**src/rtl/shake_absorb_ctrl_pkg.sv**
```systemverilog
// Shared SHAKE absorb definitions: controller states, rate sizes and padding bytes.
package shake_absorb_ctrl_pkg;

    typedef enum logic [2:0] {
        IDLE,
        ABSORB,
        PAD,
        PERM_WAIT,
        FINAL_WAIT
    } state_t;

    localparam int RATE128_WORDS = 21;
    localparam int RATE256_WORDS = 17;

    localparam logic [7:0] PAD_DOMAIN = 8'h1F;
    localparam logic [7:0] PAD_LAST   = 8'h80;

    // Index of the last lane in the rate portion for the selected variant.
    function automatic logic [4:0] last_lane(input logic mode);
        return mode ? 5'(RATE256_WORDS - 1) : 5'(RATE128_WORDS - 1);
    endfunction

endpackage

```
**src/rtl/shake_absorb_ctrl_size_counter.sv**
```systemverilog
// Remaining-size down-counter: loads a length, subtracts a step per accepted word (saturating at 0).
// Flags are combinational from the current count; count updates one cycle after en_write/en_count.
module shake_absorb_ctrl_size_counter #(
    parameter int WIDTH = 32
) (
    input  logic             clk,
    input  logic             rst,
    input  logic [WIDTH-1:0] data_in,
    input  logic             en_write,
    input  logic [WIDTH-1:0] step_size,
    input  logic             en_count,
    output logic [WIDTH-1:0] count,
    output logic             counter_end,
    output logic             last_word
);

    always_ff @(posedge clk or posedge rst) begin
        if (rst) begin
            count <= '1;
        end else if (en_write) begin
            count <= data_in;
        end else if (en_count) begin
            count <= (count > step_size) ? count - step_size : '0;
        end
    end

    assign counter_end = (count == '0);
    assign last_word   = (count != '0) && (count <= step_size);

endmodule

```
**src/rtl/shake_absorb_ctrl.sv**
```systemverilog
// SHAKE128/256 absorb sequencer: streams message words, applies 0x1F..0x80 padding, requests permutations.
// word_we/word_out are combinational with the accepted word; in_ready drops outside ABSORB or once the message is consumed.
module shake_absorb_ctrl
    import shake_absorb_ctrl_pkg::*;
#(
    parameter int W         = 64,
    parameter int LEN_WIDTH = 32
) (
    input  logic                 clk,
    input  logic                 rst,
    input  logic                 start,
    input  logic                 mode,
    input  logic [LEN_WIDTH-1:0] msg_len,
    input  logic [W-1:0]         in_data,
    input  logic                 in_valid,
    output logic                 in_ready,
    output logic [W-1:0]         word_out,
    output logic                 word_we,
    output logic [4:0]           word_idx,
    output logic                 perm_start,
    input  logic                 perm_done,
    output logic                 busy,
    output logic                 absorb_done
);

    localparam int NBYTES = W / 8;
    localparam logic [LEN_WIDTH-1:0] STEP = LEN_WIDTH'(W);

    state_t               state, state_nxt;
    logic                 mode_q;
    logic [4:0]           idx_nxt;
    logic                 dom_owed, dom_owed_nxt;
    logic                 perm_start_nxt, absorb_done_nxt;
    logic [LEN_WIDTH-1:0] remaining;
    logic [LEN_WIDTH-1:0] k_bytes;
    logic                 counter_end, last_word;
    logic                 load, transfer, partial, at_last;

    assign load     = (state == IDLE) && start;
    assign in_ready = (state == ABSORB) && !counter_end;
    assign transfer = in_valid && in_ready;
    assign partial  = remaining < STEP;
    assign k_bytes  = remaining >> 3;
    assign at_last  = (word_idx == last_lane(mode_q));
    assign busy     = (state != IDLE);

    shake_absorb_ctrl_size_counter #(
        .WIDTH(LEN_WIDTH)
    ) u_remaining (
        .clk        (clk),
        .rst        (rst),
        .data_in    (msg_len),
        .en_write   (load),
        .step_size  (STEP),
        .en_count   (transfer),
        .count      (remaining),
        .counter_end(counter_end),
        .last_word  (last_word)
    );

    always_comb begin
        word_out = '0;
        word_we  = 1'b0;
        if (transfer) begin
            word_we = 1'b1;
            if (!partial) begin
                word_out = in_data;
            end else begin
                for (int b = 0; b < NBYTES; b++) begin
                    if (LEN_WIDTH'(b) < k_bytes) begin
                        word_out[8*b +: 8] = in_data[8*b +: 8];
                    end else if (LEN_WIDTH'(b) == k_bytes) begin
                        word_out[8*b +: 8] = PAD_DOMAIN;
                    end
                end
                if (at_last) begin
                    word_out[W-1 -: 8] = word_out[W-1 -: 8] | PAD_LAST;
                end
            end
        end else if (state == PAD) begin
            word_we = 1'b1;
            if (dom_owed) begin
                word_out[7:0] = PAD_DOMAIN;
            end
            if (at_last) begin
                word_out[W-1 -: 8] = word_out[W-1 -: 8] | PAD_LAST;
            end
        end
    end

    always_comb begin
        state_nxt       = state;
        idx_nxt         = word_idx;
        dom_owed_nxt    = dom_owed;
        perm_start_nxt  = 1'b0;
        absorb_done_nxt = 1'b0;
        unique case (state)
            IDLE: begin
                if (start) begin
                    state_nxt    = ABSORB;
                    idx_nxt      = '0;
                    dom_owed_nxt = 1'b1;
                end
            end
            ABSORB: begin
                if (counter_end) begin
                    state_nxt    = PAD;
                    dom_owed_nxt = 1'b1;
                end else if (transfer) begin
                    if (at_last) begin
                        // A partial word in the last lane already carries 0x1F|0x80: block is final.
                        idx_nxt        = '0;
                        perm_start_nxt = 1'b1;
                        state_nxt      = partial ? FINAL_WAIT : PERM_WAIT;
                    end else begin
                        idx_nxt = word_idx + 5'd1;
                        if (partial) begin
                            state_nxt    = PAD;
                            dom_owed_nxt = 1'b0;
                        end else if (last_word) begin
                            state_nxt    = PAD;
                            dom_owed_nxt = 1'b1;
                        end
                    end
                end
            end
            PAD: begin
                dom_owed_nxt = 1'b0;
                if (at_last) begin
                    idx_nxt        = '0;
                    perm_start_nxt = 1'b1;
                    state_nxt      = FINAL_WAIT;
                end else begin
                    idx_nxt = word_idx + 5'd1;
                end
            end
            PERM_WAIT: begin
                if (perm_done) begin
                    state_nxt = counter_end ? PAD : ABSORB;
                end
            end
            FINAL_WAIT: begin
                if (perm_done) begin
                    state_nxt       = IDLE;
                    absorb_done_nxt = 1'b1;
                end
            end
            default: state_nxt = IDLE;
        endcase
    end

    always_ff @(posedge clk or posedge rst) begin
        if (rst) begin
            state       <= IDLE;
            word_idx    <= '0;
            mode_q      <= 1'b0;
            dom_owed    <= 1'b0;
            perm_start  <= 1'b0;
            absorb_done <= 1'b0;
        end else begin
            state       <= state_nxt;
            word_idx    <= idx_nxt;
            dom_owed    <= dom_owed_nxt;
            perm_start  <= perm_start_nxt;
            absorb_done <= absorb_done_nxt;
            if (load) begin
                mode_q <= mode;
            end
        end
    end

endmodule

```
**config.mk**
```make
export PLATFORM = sky130hd
export DESIGN_NAME = shake_absorb_ctrl
export DESIGN_NICKNAME = d
export VERILOG_FILES = /design/src/rtl/shake_absorb_ctrl_pkg.sv /design/src/rtl/shake_absorb_ctrl_size_counter.sv /design/src/rtl/shake_absorb_ctrl.sv
export SDC_FILE = /design/constraint.sdc
export NUM_CORES = 1
export LEC_CHECK = 0
export ABC_AREA = 1
export BUFFER_PORTS_ARGS = -buffer_cell sky130_fd_sc_hd__buf_2
export CELL_PAD_IN_SITES_DETAIL_PLACEMENT = 1
export CELL_PAD_IN_SITES_GLOBAL_PLACEMENT = 2
export CORE_MARGIN = 2
export CORE_UTILIZATION = 22
export DETAILED_ROUTE_END_ITERATION = 6
export HOLD_SLACK_MARGIN = 0.05
export PLACE_DENSITY = 0.82
export SETUP_SLACK_MARGIN = 0.02
export SLEW_MARGIN = 20
export SYNTH_ARGS = -nofsm -noshare
export SYNTH_HDL_FRONTEND = slang
export SYNTH_SLANG_ARGS = --single-unit
```
**constraint.sdc**
```tcl
create_clock -name clk -period 1.9 [get_ports clk]
set_input_delay 0.19 -clock clk [delete_from_list [all_inputs] [get_ports clk]]
set_output_delay 0.19 -clock clk [all_outputs]
set_load 0.01 [all_outputs]
```
==> run metrics, run 1 <==
First-pass DRT Iterations=4; Crit Path Max Fanout=5; failing checks=setup timing; vias in the first global route=between 5k and 6k; CP endpoint kind=output pin; CP Data Required Time=~1.7 ns; global-route wire length before repair=slightly below 30000 µm; WP buf/inv=4; Rows=50; RR Startpoint=u_remaining.count[23]; global-route total usage across every layer=18.2%; fin util=between 40% and 50%; post-DR vias/cell=4.44; most common cell after layout, fill and taps aside=nand2_1; cells on worst reg2reg path=15; sequential fraction of the synthesis area=27.7%; RSZ-0062 raised after global routing=yes; IR drop worst, VDD=roughly 0.52 mV; Syn Nets=around 780; fmax=about 410 MHz; Post-Place Cell Area=around 0.0064 mm²; layout cells sized above 1=between 50% and 60%; number of flops mapped to enable cells by yosys=0; skew final=roughly 0.0041 ns; asr flop ratio synth=100%; fin area=0.00742 mm²; antenna violations before repair=0; Synth cell types=36; met3 usage=~2.6%; Synth Flop Type=dfstp_2; total via count in the routed design=roughly 5.5k; Syn Inst Count=673; Core Area=0.0185 mm²; pre-CTS WS=-0.354 ns; final setup violation count=about 110; Initial Utilization=22.3%; Worst path top cell family by delay=simple AND/OR/NAND/NOR gates; Hold EP=u_remaining.count[1]; TritonCTS clock tree=yes; io pins=176; fin. max-slew vios=0; Die Height=between 100 and 150 µm; Worst Hold Class=in -> reg; worst hold path startpoint=msg_len[1]; arrival time worst endpoint=roughly 2.2 ns; Critical R2R Capture=u_remaining.count[16]; IO buf count=roughly 180; Routed wire per std cell=approximately 15 µm; final worst setup slack=-0.520 ns; Leakage=~4 nW; syn_area_per_cell=between 6 and 7 µm²; # fillers=2375; status=finished with violations; Max H-tree Level=2; worst-skew pair later-pin latency=~0.29 ns; reg-to-reg setup timing slack=-0.38 ns; layer with the highest usage=met2; Die W=approximately 140 µm; Worst-path clk slew=~0.060 ns; Final Cycle Share=127%; dpl hpwl=~15000 µm; Pwr Density=1370 mW/mm²; Final Critical Period=between 2 and 2.5 ns; CTS Buf Count=5; Hold Crit Depth=3; Nets=roughly 1.1k; Slew @ Worst Pin=0.650 ns; Max-Cap Viols=0; die area=between 0.015 and 0.02 mm²; CTS max path bufs=2; crit-path cells=buf_6 > nor2_4 > nand2_2 > nor2_4 > nand2_2 > buf_6 > nor4_4 > buf_4 > o21ai_4 > a21oi_2 > buf_2; Syn-to-layout area delta=80.0%; commonest non-fill, non-tap cells in the layout=201 x nand2_1, 172 x buf_2, 121 x buf_4, 82 x inv_1, 64 x nor2_1; grt ovf=0; CTS Sinks=44; relative slew slack=a little under three fifths; Yosys reg bits=between 40 and 50; Hold Violations, Final=0; Initial DRC Count=~180; largest net degree at the start of global routing=34; DRC=0; grt met2 use=a little over a third; DRT antenna net count=0; final WL=19200 µm; Tot Pwr=about 10 mW; met1 usage=22.0%; Setup crit start kind=register; Yosys warnings=0; Setup CP Type=reg -> out; Reg area=between 0.001 and 0.0015 mm²; root buf cell=clkbuf_16; RD Place Congestion=0.818; cell area after synthesis=0.00412 mm²; Worst path slowest cell=dfstp_2; diodes inserted=0; multi-input logic area=between 0.003 and 0.004 mm²; critical path's largest stage delay=0.39 ns
==> kinds of logic after synthesis <==
logic type      share of synthesized area [%]
flops                                    27.7
fa+ha+maj                                1.21
xor+xnor                                 4.46
compound gates                           9.31
simple gates                             46.5
buf+inv                                  10.8
==> synthesized netlist by cell type (all sizes together) (2+ instances only) <==
library cell  count  area share (%)
dfrtp            12             7.3
buf               9             1.8
o211ai            7             2.1
dfstp            32              20
nand2           238              23
nand3            56             6.8
ha                4             1.2
xnor2             2            0.42
nand4            10             1.5
nor4              3            0.46
xor2             19             4.0
o21ai            24             3.2
inv              94             8.7
nor3              6             1.3
a21oi            26             3.2
nor2            122              13
clkbuf            3            0.27
==> report_power, final <==
part / internal, mW / total, mW / switching [mW]
sequential: 1.62 / 2.05 / 0.437
combinational: 3.30 / 7.25 / 3.94
clock: 0.525 / 0.889 / 0.364
==> layout make-up <==
cell class | count | area share [%]
clock buffer | 8 | 1.97
inverter | 95 | 5.07
multi-input combinational | 523 | 41.8
sequential | 44 | 15.4
tap | 234 | 3.94
timing repair buffer | 332 | 31.4
timing repair inverter | 3 | 0.455
==> worst min-delay path, cell delays in order <==
cell,delay [ns]
buf_2,0.10
nand2_1,0.05
nand2_1,0.05
==> flip-flops by register name, summed over array words and instances, names as in the netlist <==
register and cells:
perm_start 1, state 3, u_remaining.count 32, absorb_done 1, mode_q 1, word_idx 5, dom_owed 1
==> worst max path at each step <==
| stage | from | end | depth (start not counted) |
|---|---|---|---|
| after floorplan | u_remaining.count[6] | word_out[32] | 11 |
| after global placement | u_remaining.count[21] | word_out[52] | 11 |
| after detailed placement | u_remaining.count[19] | word_out[52] | 11 |
| after CTS | u_remaining.count[24] | word_out[30] | 12 |
| after global routing | u_remaining.count[28] | word_out[48] | 11 |
| final | u_remaining.count[20] | word_out[52] | 11 |
==> routing by layer <==
layer / vias up / part of all wire (%)
met4: 0 / 1.1
met5: - / 0
met3: 13 / 4.9
li1: 2761 / -
met1: 2569 / 43
met2: 156 / 51
==> per-stage QoR <==
stage	hold WS [ns]	setup TNS, ns	cells
floorplan	0.286	-1.03	673
global placement	0.234	-15.61	1193
detailed placement	0.234	-19.35	1193
CTS	0.102	-33.36	1226
global route	0.102	-50.86	1239
finish	0.101	-38.84	1239
==> repair_timing <==
item                                    CTS  global route
pin swaps                                35            16
endpoints found under the setup margin  108           108
gates resized for setup                 119            44
buffers inserted                         25             9
gates cloned                              1             5
hold buffers                              1             0
endpoints found under the hold margin    12             0
Note: power is estimated with default switching activity, not from simulation.
==> inputs of run 2 (changes only) <==
--- a/config.mk
+++ b/config.mk
@@ -9,6 +9,7 @@
 export BUFFER_PORTS_ARGS = -buffer_cell sky130_fd_sc_hd__buf_2
 export CELL_PAD_IN_SITES_DETAIL_PLACEMENT = 1
 export CELL_PAD_IN_SITES_GLOBAL_PLACEMENT = 2
+export CORE_ASPECT_RATIO = 1.4
 export CORE_MARGIN = 2
 export CORE_UTILIZATION = 22
 export DETAILED_ROUTE_END_ITERATION = 6
==> run 2 against run 1 <==
  * The run still ends with setup timing left
  * Power increased by 5.1%
  * Register-to-register slack improved by 0.04 ns
  * Cell count is 0.48% lower
  * Via count increased by 1.1%
  * Critical endpoint unchanged
  * Largest power group unchanged
  * Largest cell class unchanged
  * Clock skew increased by 0.012 ns
  * Clock-buffer cell count down 3
  * Critical path type unchanged
  * Non-clock buffer count shrank 17
==> run metrics, run 2 (same netlist as run 1, synthesis figures left out) <==
Hold EP=u_remaining.count[0]; layout cells sized above 1=approximately three fifths; Rows=59; Slew @ Worst Pin=0.575 ns; global-route total usage across every layer=18.8%; Critical R2R Capture=u_remaining.count[28]; fmax=roughly 420 MHz; relative slew slack=~61%; Setup crit start kind=register; RD Place Congestion=roughly 0.84; CTS Buf Count=5; diodes inserted=0; Final Critical Period=around 2.4 ns; IO buf count=175; io pins=176; final worst setup slack=-0.490 ns; RR Startpoint=u_remaining.count[6]; Nets=1094; CP Data Required Time=roughly 1.7 ns; grt ovf=0; final WL=between 15000 and 20000 µm; Die Height=166 µm; CTS Sinks=44; Tot Pwr=roughly 11 mW; TritonCTS clock tree=yes; Max H-tree Level=2; DRC=0; CTS max path bufs=2; die area=roughly 0.02 mm²; fin. max-slew vios=0; Worst Hold Class=in -> reg; Pwr Density=1370 mW/mm²; CP endpoint kind=output pin; arrival time worst endpoint=approximately 2.2 ns; crit-path cells=nor2_4 > nand2_2 > nor2_4 > nand2_4 > nor3_4 > o21ai_2 > o21ai_4 > a21oi_1 > buf_2; IR drop worst, VDD=around 0.54 mV; vias in the first global route=a little under 6k; Worst path slowest cell=dfstp_2; reg-to-reg setup timing slack=-0.34 ns; top flop regs=u_remaining.count (32), word_idx (5), state (3); Setup CP Type=reg -> out; root buf cell=clkbuf_16; Core Area=between 0.015 and 0.02 mm²; DRT antenna net count=0; global-route wire length before repair=about 30000 µm; Syn-to-layout area delta=89.3%; cells on worst reg2reg path=14; Initial DRC Count=170; status=finished with violations; largest net degree at the start of global routing=34; fin area=around 0.0078 mm²; dpl hpwl=about 14000 µm; RSZ-0062 raised after global routing=yes; cell mode on critical path=nor2_4; Initial Utilization=22.3%; Hold Crit Depth=3; total via count in the routed design=roughly 5.6k; Post-Place Cell Area=0.00626 mm²; Top reg by flops=u_remaining.count; Final Cycle Share=126%; final setup violation count=108; commonest non-fill, non-tap cells in the layout=165 x buf_2, 153 x nand2_1, 99 x buf_4, 82 x inv_1, 63 x nor2_1; antenna violations before repair=0; Worst-path clk slew=0.08 ns; post-DR vias/cell=about 4.5; Max-Cap Viols=0; Leakage=about 4 nW; First-pass DRT Iterations=4; critical path's largest stage delay=0.39 ns; skew final=about 0.016 ns; worst hold path startpoint=msg_len[0]; max reg flops=32; failing checks=setup timing; Die W=120 µm; most common cell after layout, fill and taps aside=buf_2; Crit Path Max Fanout=5; worst-skew pair later-pin latency=0.31 ns; Routed wire per std cell=approximately 16 µm; Hold Violations, Final=0
==> run 2: cell count changes in the layout (fill, tap and decap cells not counted), moves of 5 or more <==
cell     delta
nand2_1    -48
nand2_2    +34
nand3_1    -27
nand3_2    +26
buf_4      -22
buf_6      +11
nand2_4    +11
buf_2       -7
o21ai_1     -5
o21ai_2     +5
==> run 2: stage by stage <==
stage | instances | hold WS (ns) | utilization [%] | setup TNS, ns | setup slack (ns)
global placement | 1193 | 0.201 | 33.9 | -16.16 | -0.273
detailed placement | 1193 | 0.196 | 33.9 | -18.51 | -0.292
finish | 1233 | 0.0833 | 42.3 | -37.71 | -0.490
floorplan | 673 | 0.286 | - | -1.03 | -0.0410
CTS | 1217 | 0.0919 | 39.0 | -33.43 | -0.486
global route | 1233 | 0.0899 | 42.3 | -46.36 | -0.572
==> run 2: routing by layer <==
layer / GRT usage (%) / share of wire [%] / vias up
met5: 0 / 0 / -
met4: 5.01 / 2.3 / 0
met3: 2.61 / 5.0 / 24
met2: 39.7 / 57 / 160
met1: 18.1 / 36 / 2647
li1: - / - / 2728
==> run 2: final cells by class <==
cell class	count	area, µm²
fillers	2349	10600
multi-input cells	524	3520
repair buffers	315	2270
flip-flops and latches	44	1140
inverters	95	393
well taps	244	305
clock buffers	5	125
repair inverters	3	33.8
clock inverters	3	22.5
==> run 2: timing repair <==
action	4_1_cts	5_1_grt
setup buffers	14	20
cloned	7	1
setup endpoints to repair	107	108
hold buffers	1	0
gates resized for setup	165	136
pin swaps	40	57
endpoints found under the hold margin	12	0
==> run 2: critical path, delay by kind of cell, from the launching register on <==
| kind | cells | cell delay, ns |
|---|---|---|
| AO/OA/AOI/OAI | 3 | 0.48 |
| flip-flops | 1 | 0.39 |
| AND/OR/NAND/NOR | 5 | 0.86 |
| buffers and inverters | 1 | 0.14 |
==> run 2: power breakdown <==
| part | switching (mW) | internal [mW] |
|---|---|---|
| registers | 0.460 | 1.62 |
| clock network | 0.419 | 0.491 |
| logic | 4.30 | 3.42 |
==> run 2: worst max path at each step <==
stage	startpoint	end	slack, ns	cells past startpoint
6_report	u_remaining.count[9]	word_out[52]	-0.49	9
5_1_grt	u_remaining.count[9]	word_out[4]	-0.57	12
4_1_cts	u_remaining.count[6]	word_out[47]	-0.49	12
3_5_place_dp	u_remaining.count[7]	word_out[63]	-0.29	10
3_3_place_gp	u_remaining.count[7]	word_out[63]	-0.27	10
2_1_floorplan	u_remaining.count[6]	word_out[32]	-0.04	11
==> inputs of run 3 (changes only) <==
--- a/config.mk
+++ b/config.mk
@@ -8,13 +8,13 @@
 export ABC_AREA = 1
 export BUFFER_PORTS_ARGS = -buffer_cell sky130_fd_sc_hd__buf_2
 export CELL_PAD_IN_SITES_DETAIL_PLACEMENT = 1
-export CELL_PAD_IN_SITES_GLOBAL_PLACEMENT = 2
+export CELL_PAD_IN_SITES_GLOBAL_PLACEMENT = 1
 export CORE_ASPECT_RATIO = 1.4
 export CORE_MARGIN = 2
-export CORE_UTILIZATION = 22
+export CORE_UTILIZATION = 29
 export DETAILED_ROUTE_END_ITERATION = 6
 export HOLD_SLACK_MARGIN = 0.05
-export PLACE_DENSITY = 0.82
+export PLACE_DENSITY = 0.8
 export SETUP_SLACK_MARGIN = 0.02
 export SLEW_MARGIN = 20
 export SYNTH_ARGS = -nofsm -noshare
==> constraint.sdc (replaced) <==
create_clock -name clk -period 1.9 [get_ports clk]
set_input_delay 0.38 -clock clk [delete_from_list [all_inputs] [get_ports clk]]
set_output_delay 0.38 -clock clk [all_outputs]
set_load 0.01 [all_outputs]
==> run 3 against run 2 <==
  * The flow still finishes with violations (setup timing)
  * Hold slack better by 0.15 ns
  * Clock-buffer cell count grew 2
  * Critical path depth rose by 4
  * Clock power increased by 6.6%
  * Clock skew fell by 0.0077 ns
  * Power grew 18%
  * Utilization grew 18 points
  * Combinational power increased by 24%
  * Sequential power barely moved
  * Global-route usage rose by 8.9 points
  * First-iteration DRC count increased by 94%
  * Critical path type unchanged
  * Critical endpoint is now word_out[32]
==> run metrics, run 3 (same netlist as run 1, synthesis figures left out) <==
Leakage=around 4.3 nW; Max-Cap Viols=0; reg-to-reg setup timing slack=-0.70 ns; Slew @ Worst Pin=roughly 0.66 ns; Nets=roughly 1.1k; worst-skew pair later-pin latency=between 0.2 and 0.3 ns; largest net degree at the start of global routing=between 40 and 50; Post-Place Cell Area=approximately 0.0064 mm²; TritonCTS clock tree=yes; RR Startpoint=u_remaining.count[28]; commonest non-fill, non-tap cells in the layout=147 x buf_2, 134 x nand2_1, 117 x buf_4, 79 x inv_1, 66 x nand2_2; Worst path top cell family by delay=simple AND/OR/NAND/NOR gates; fin. max-slew vios=0; IR drop worst, VDD=approximately 0.87 mV; vias in the first global route=6361; global-route total usage across every layer=~28%; crit-path cells=inv_4 > ha_4 > nand2_2 > nor2_2 > nand2_2 > nor2_4 > nor2_4 > nand2_8 > nor2_4 > o31ai_4 > buf_12 > nor2_2 > buf_2; top flop regs=u_remaining.count (32), word_idx (5), state (3); CP Data Required Time=1.52 ns; Pwr Density=approximately 1500 mW/mm²; Final Cycle Share=145%; fin cells=1201; Die Height=around 150 µm; total via count in the routed design=approximately 6.5k; RSZ-0062 raised after global routing=yes; status=finished with violations; Worst Hold Class=in -> async; Crit Path Max Fanout=5; die area=roughly 0.015 mm²; DRT antenna net count=0; Logic pwr share=75.8%; Setup CP Type=reg -> out; cell mode on critical path=nor2_4; CTS max path bufs=2; arrival time worst endpoint=2.37 ns; switching pwr=between 6 and 7 mW; IO buf count=175; DRC=0; placed insts=~1.1k; relative slew slack=a little under three fifths; final setup violation count=around 110; Initial Utilization=29.6%; CTS Buf Count=5; final worst setup slack=-0.847 ns; failing checks=setup timing; Core Area=between 0.01 and 0.015 mm²; Hold Violations, Final=0; WP buf/inv=3; Setup crit start kind=register; Worst path slowest cell=dfstp_2; # fillers=between 1.5k and 2k; pre-CTS WS=-0.422 ns; Initial DRC Count=330; layout cells sized above 1=between 60% and 70%; Sw Share=roughly half; root buf cell=clkbuf_16; Worst Hold Slack=about 0.24 ns; Die W=105 µm; clock share of power=between 7 and 8%; Seq pwr share=roughly 17%; Rows=just over 50; TNS Setup=-67.13 ns; Syn-to-layout area delta=103%; antenna violations before repair=0; fin area=0.00837 mm²; final WL=between 20000 and 30000 µm; grt ovf=0; CP endpoint kind=output pin; Critical R2R Capture=dom_owed; Max H-tree Level=2; CTS Sinks=44; Top reg by flops=u_remaining.count; skew final=between 0.008 and 0.009 ns; post-DR vias/cell=5.37; io pins=~180; Final Critical Period=2.75 ns; Routed wire per std cell=about 23 µm; global-route wire length before repair=about 33000 µm; diodes inserted=0; RD Place Congestion=0.864; most common cell after layout, fill and taps aside=buf_2; First-pass DRT Iterations=5; cells on worst reg2reg path=17; fmax=around 360 MHz; critical path's largest stage delay=between 0.5 and 0.6 ns; max reg flops=32; Pint=6.21 mW; dpl hpwl=around 14000 µm; Worst-path clk slew=approximately 0.070 ns
==> run 3: worst max-delay path by stage <==
stage / startpoint / to / cells after the start
2_1_floorplan: u_remaining.count[6] / word_out[32] / 11
3_3_place_gp: u_remaining.count[16] / u_remaining.count[28] / 12
3_5_place_dp: u_remaining.count[14] / word_out[38] / 9
4_1_cts: u_remaining.count[9] / word_out[34] / 10
5_1_grt: u_remaining.count[7] / word_out[32] / 13
6_report: u_remaining.count[7] / word_out[32] / 13
==> run 3: what timing repair did <==
item / 4_1_cts / 5_1_grt
buffers inserted: 21 / 29
setup endpoints to repair: 107 / 108
pin swaps: 22 / 73
resized for setup: 143 / 216
cloned: 5 / 3
hold buffers: 0 / 0
==> run 3: area by class of cell <==
class	instances	area (µm²)	share of cell area, %
inverter	95	414	4.95
clock inverter	1	5.00	0.0598
clock buffer	7	154	1.84
timing repair inverter	3	38.8	0.464
multi-input combinational	525	3760	44.9
sequential	44	1140	13.6
tap	185	231	2.77
timing repair buffer	341	2620	31.3
==> run 3: layer usage <==
metal | vias up | part of all wire [%] | track usage (%)
met1 | 3126 | 34 | 27.2
met4 | 0 | 7.0 | 12.5
met5 | - | 0 | 0
li1 | 2796 | - | -
met2 | 393 | 53 | 55.3
met3 | 136 | 5.9 | 4.09
==> run 3: power groups by stage <==
stage               Clock (mW)  Sequential [mW]  Combinational [mW]
finish                   0.970             2.08                9.54
floorplan                    0             1.96                3.22
global route              1.01             2.10                9.94
global placement             0             1.86                5.86
CTS                      0.968             1.95                7.20
detailed placement           0             1.89                6.00
==> run 3: worst register-to-register path, stage by stage (launching register included) <==
cell and delay [ns]:
dfstp_2 0.39, nor2_4 0.19, nand2_1 0.16, nor2_4 0.14, nand2_4 0.11, nor2_4 0.23, nor2_4 0.11, buf_6 0.14
buf_6 0.11, buf_6 0.11, buf_6 0.10, buf_6 0.11, buf_8 0.13, nand2_4 0.08, buf_6 0.10, nand4_1 0.12
nand2_1 0.12, nand2_1 0.06
==> run 3: through the flow <==
stage,total power [mW],util (%)
global route,13.0,60.1
CTS,10.1,52.7
detailed placement,7.89,46.0
global placement,7.72,46.0
floorplan,5.18,-
finish,12.6,60.1
